File: src/rtl/mem_arb_pkg.sv
// rtl/mem_arb_pkg.sv - shared types and defaults for the memory port arbiter
package mem_arb_pkg;

    typedef enum logic [1:0] {
        IDLE   = 2'd0,
        ACCESS = 2'd1,
        DONE   = 2'd2
    } arb_state_t;

    typedef enum logic {
        GNT_IF = 1'b0,
        GNT_D  = 1'b1
    } arb_gnt_t;

    localparam int LAT_DEFAULT = 2;

endpackage

File: src/rtl/mem_port_arbiter.sv
// rtl/mem_port_arbiter.sv - round-robin arbiter sharing one data memory between IF and D ports
//
// Ports:
//   clk, rst                   clock, synchronous active-high reset
//   flush                      cancels delivery of an in-flight IF read
//   if_req/if_addr             IF read request (held until if_valid)
//   if_rdata/if_valid/if_stall IF read data (zero-extended), completion pulse, stall
//   d_req/d_wr/d_addr/d_wdata  D request (held stable until d_valid)
//   d_rdata/d_valid/d_stall    D read data (zero-extended, 0 for writes), completion pulse, stall
//   mem_en/mem_wr/mem_addr/mem_wdata/mem_rdata  single-port memory interface
module mem_port_arbiter
    import mem_arb_pkg::*;
#(
    parameter int LAT = LAT_DEFAULT,
    parameter int AW  = 16,
    parameter int DW  = 16
) (
    input  logic          clk,
    input  logic          rst,
    input  logic          flush,
    input  logic          if_req,
    input  logic [AW-1:0] if_addr,
    output logic [31:0]   if_rdata,
    output logic          if_valid,
    output logic          if_stall,
    input  logic          d_req,
    input  logic          d_wr,
    input  logic [AW-1:0] d_addr,
    input  logic [31:0]   d_wdata,
    output logic [31:0]   d_rdata,
    output logic          d_valid,
    output logic          d_stall,
    output logic          mem_en,
    output logic          mem_wr,
    output logic [AW-1:0] mem_addr,
    output logic [DW-1:0] mem_wdata,
    input  logic [DW-1:0] mem_rdata
);

    // Counter only needs to hold LAT-1; keep at least one bit for LAT=1.
    localparam int CW = (LAT > 1) ? $clog2(LAT) : 1;

    arb_state_t    state;
    arb_gnt_t      gnt;
    arb_gnt_t      last_gnt;
    arb_gnt_t      pick;
    logic [CW-1:0] cnt;
    logic [AW-1:0] addr_q;
    logic          wr_q;
    logic [DW-1:0] wdata_q;
    logic          flushed;

    // Only the low DW bits of the write data reach the memory.
    logic          unused_wdata_hi;
    assign unused_wdata_hi = ^d_wdata[31:DW];

    // Round-robin pick: on contention the port that was not served last wins,
    // so with last_gnt reset to IF the first contention goes to D.
    always_comb begin
        pick = GNT_IF;
        if (if_req && d_req) begin
            pick = (last_gnt == GNT_IF) ? GNT_D : GNT_IF;
        end else if (d_req) begin
            pick = GNT_D;
        end
    end

    always_ff @(posedge clk) begin
        if (rst) begin
            state    <= IDLE;
            gnt      <= GNT_IF;
            last_gnt <= GNT_IF;
            cnt      <= '0;
            addr_q   <= '0;
            wr_q     <= 1'b0;
            wdata_q  <= '0;
            flushed  <= 1'b0;
            if_rdata <= '0;
            d_rdata  <= '0;
        end else begin
            case (state)
                IDLE: begin
                    if (if_req || d_req) begin
                        // Latch the request so later changes by the requester
                        // cannot disturb the memory controls mid-access.
                        gnt      <= pick;
                        last_gnt <= pick;
                        addr_q   <= (pick == GNT_D) ? d_addr : if_addr;
                        wr_q     <= (pick == GNT_D) && d_wr;
                        wdata_q  <= (pick == GNT_D) ? d_wdata[DW-1:0] : '0;
                        cnt      <= CW'(LAT - 1);
                        flushed  <= 1'b0;
                        state    <= ACCESS;
                    end
                end
                ACCESS: begin
                    if (flush && (gnt == GNT_IF)) begin
                        flushed <= 1'b1;
                    end
                    if (cnt == '0) begin
                        // Read data still lands in if_rdata after a flush;
                        // only the valid pulse is withheld.
                        if (gnt == GNT_IF) begin
                            if_rdata <= 32'(mem_rdata);
                        end else begin
                            d_rdata <= wr_q ? 32'd0 : 32'(mem_rdata);
                        end
                        state <= DONE;
                    end else begin
                        cnt <= cnt - 1'b1;
                    end
                end
                DONE: begin
                    // A flush seen here would be cleared by the same edge
                    // that returns to IDLE, so flushed simply clears.
                    flushed <= 1'b0;
                    state   <= IDLE;
                end
                default: begin
                    state <= IDLE;
                end
            endcase
        end
    end

    assign mem_en    = (state == ACCESS);
    assign mem_wr    = (state == ACCESS) && wr_q && (gnt == GNT_D);
    assign mem_addr  = addr_q;
    assign mem_wdata = wdata_q;

    assign if_valid  = (state == DONE) && (gnt == GNT_IF) && !flushed;
    assign d_valid   = (state == DONE) && (gnt == GNT_D);

    assign if_stall  = if_req && !if_valid;
    assign d_stall   = d_req && !d_valid;

endmodule

File: config.mk
export PLATFORM = sky130hd
export DESIGN_NAME = mem_port_arbiter
export DESIGN_NICKNAME = d
export VERILOG_FILES = /design/src/rtl/mem_arb_pkg.sv /design/src/rtl/mem_port_arbiter.sv
export SDC_FILE = /design/constraint.sdc
export NUM_CORES = 1
export LEC_CHECK = 0
export CAP_MARGIN = 20
export CORE_UTILIZATION = 37
export DETAILED_ROUTE_END_ITERATION = 8
export PLACE_DENSITY = 0.84
export SYNTH_ARGS = -nofsm -noshare
export SYNTH_HDL_FRONTEND = slang
export SYNTH_SLANG_ARGS = --single-unit
File: constraint.sdc
create_clock -name clk -period 1.6 [get_ports clk]
set_input_delay 0.32 -clock clk [delete_from_list [all_inputs] [get_ports clk]]
set_output_delay 0.32 -clock clk [all_outputs]
set_load 0.02 [all_outputs]
==> out/metrics.yaml <==
run_status:
  status: "complete, no violations"
final_layout:
  final_cell_mix: "nand2_1, clkdlybuf4s50_1, dfxtp_1"
  multiInputGateArea_mm2: 0.001385
  final_common_cell: "nand2_1"
  fillers: 731
  layout.cells.non_filler: 595
  antenna_cells: 0
  final_area_mm2: 0.004705
  regArea_mm2: 0.001408
  nets: 574
  area_growth_pct: 54.54
  drive_above_1_share_pct: 14.40
logic_synthesis:
  synth_cell_types: 31
  synth_area_leader_cell: "dfxtp_1"
  synthTopCellsByArea: "dfxtp_1, nand2_1, a21oi_1, buf_4, a311oi_2"
  syn_area_mm2: 0.003044
  yosysSeqAreaShare_pct: 46.03
  synthArstFlopShare_pct: 0
  synthesis.instances: 337
  netlist.area_leader.share_pct: 46.03
  postSynthAreaPerCell_um2: 9.033
  synthFlopType: "dfxtp_1"
  synth-seq-cells: 70
  yosysWarnings: 0
  synth-edff-count: 0
pwr:
  p_per_area_mw_per_mm2: 978.9
  p_leak_nw: 2.140
  pwr-share-clk_pct: 33.0
  finalPower_w: 0.004605
  p_seq_share_pct: 42.3
  p_switching_w: 0.001328
  pwr-share-comb_pct: 24.7
  ir_drop_mv: 0.5124
  intPower_w: 0.003277
  p_sw_share_pct: 28.83
grt:
  use_met3_pct: 5.090
  use_met2_pct: 33.33
  grt_max_degree: 32
  track_usage_pct: 19.03
  antenna_found_initial: 0
  grtUsageMet1_pct: 21.82
  grt_pass1_wl_um: 13010
  grt.busiest_layer: "met2"
  grt_pass1_vias: 2846
  grt_overflow: 0
detailed_routing:
  viasPerCell: 4.827
  wl_um: 7996
  drt_iter0_drc: 64
  wl_per_cell_um: 13.44
  antenna_left: 0
  drtPass1Iterations: 4
  routed-via-count: 2872
  drc: 0
place:
  place_area_mm2: 0.004557
  port_buffers: 139
  pre_cts_slack_ns: -0.3198
  dp_hpwl_um: 5979
  dp_cells: 578
  gp_congestion: 0.7404
cts:
  cts.clk_slew.worst_paths_ns: 0.07
  cts-root-buf: "clkbuf_8"
  insertion_delay_ns: 0.33
  cts_tree: "built"
  clock_sinks: 70
  cts.path.max_buffers: 2
  htreeDepth: 3
  cts_hold_buf: 0
  numCtsBuffers: 9
sta:
  rsz0062_at_grt: "true"
  final-hold-violation-count: 0
  finalSetupTns_ns: 0
  clock_skew_ns: 0.007657
  timing.final.crit_share_pct: 97.81
  max_clock_freq_mhz: 639.0
  setup_viol: 0
  period_needed_ns: 1.565
  drv_slew: 0
  setup_ws_ns: 0.03500
critical_path:
  reg2reg_depth: 5
  r2r-start: "last_gnt"
  setup.worst_path.class: "flip-flop to output pin"
  required_ns: 1.28
  regToRegEndpoint: "if_rdata[14]"
  cp-startpoint: "last_gnt"
  critPathArrivalTime_ns: 1.24
  crit_path_max_fanout: 5
  endpoint_kind: "output pin"
  start_kind: "flip-flop"
  r2r_slack_ns: 0.10
  crit_end: "if_stall"
floorplanning:
  placement_rows: 32
  dieArea_mm2: 0.008594
  num_io_pins: 188
  chipWidth_um: 92.71
  start_util_pct: 38.79
  fp.dieH_um: 92.71
  core-area_mm2: 0.007848
worst_hold_path:
  hp-class: "flip-flop to flip-flop"
  hold_path_depth: 2
flow_run:
  drv_cap: 0
## worst min-delay path by stage
stage	startpoint	end	slack, ns
3_3_place_gp	d_rdata[0]	d_rdata[0]	0.44
3_5_place_dp	d_rdata[5]	d_rdata[5]	0.45
4_1_cts	d_rdata[5]	d_rdata[5]	0.45
5_1_grt	if_rdata[0]	if_rdata[0]	0.47
2_1_floorplan	if_req	last_gnt	0.44
6_report	d_rdata[5]	d_rdata[5]	0.45
## stage by stage
stage          hold WS [ns]  utilization, %
6_report             0.4492           59.95
5_1_grt              0.4673           59.95
4_1_cts              0.4528           59.65
3_5_place_dp         0.4452           58.07
3_3_place_gp         0.4386           58.07
2_1_floorplan        0.4361               -
## repair_timing
| action | in CTS | in global routing |
|---|---|---|
| hold endpoints to repair | 0 | 0 |
| setup buffers | 0 | 1 |
| resized for setup | 89 | 7 |
| pin swaps | 1 | 1 |
| setup endpoints to repair | 66 | 6 |
## critical path: stages (launching register included)
cell and delay [ns]:
dfxtp_2 0.35, nor4b_4 0.30, nor2b_1 0.09, buf_2 0.17
## cells in the mapped netlist (2+ instances only)
library cell / instances
a21oi_1: 53
buf_4: 35
clkbuf_2: 2
a311oi_1: 7
nor3_1: 2
clkbuf_1: 6
dfxtp_1: 70
buf_6: 4
buf_2: 11
nand3b_1: 17
a311oi_2: 10
nand2_1: 83
a22o_1: 17
nor2b_1: 2
and3_1: 2
## layer usage
layer,share of wire (%),vias to the layer above
met3,6.8,17
met4,2.1,0
met2,49,116
li1,-,1404
met1,42,1335
met5,0,-
## registers in the layout, summed over array words and instances, names as in the netlist
signal,flops
cnt,1
d_rdata,16
flushed,1
if_rdata,16
last_gnt,1
mem_addr,16
mem_wdata,16
state,2
wr_q,1
## power by group through the flow
| stage | Sequential (W) | Combinational, W | Clock [W] |
|---|---|---|---|
| after floorplan | 0.00213 | 0.000546 | 0 |
| after global placement | 0.00199 | 0.00119 | 0 |
| after detailed placement | 0.00199 | 0.00122 | 0 |
| after CTS | 0.00195 | 0.00114 | 0.00155 |
| after global routing | 0.00197 | 0.00122 | 0.00162 |
| final | 0.00195 | 0.00114 | 0.00152 |
## kinds of logic (layout without fill, tap and decap cells)
kind of cell	after synthesis	count (layout)	synth area share (%)
buffers and inverters	59	184	13.11
other	1	32	0.1232
flip-flops	70	70	46.03
AO/OA/AOI/OAI	91	91	21.95
AND/OR/NAND/NOR	116	116	18.78
## area by class of cell
| cell class | instances | area share (%) |
|---|---|---|
| Tap cell | 102 | 2.713 |
| Clock buffer | 10 | 2.713 |
| Clock inverter | 6 | 1.835 |
| Inverter | 1 | 0.07979 |
| Multi-Input combinational cell | 239 | 29.44 |
| Sequential cell | 70 | 29.92 |
| Timing Repair Buffer | 167 | 33.30 |
Note: power is estimated with default switching activity, not from simulation.
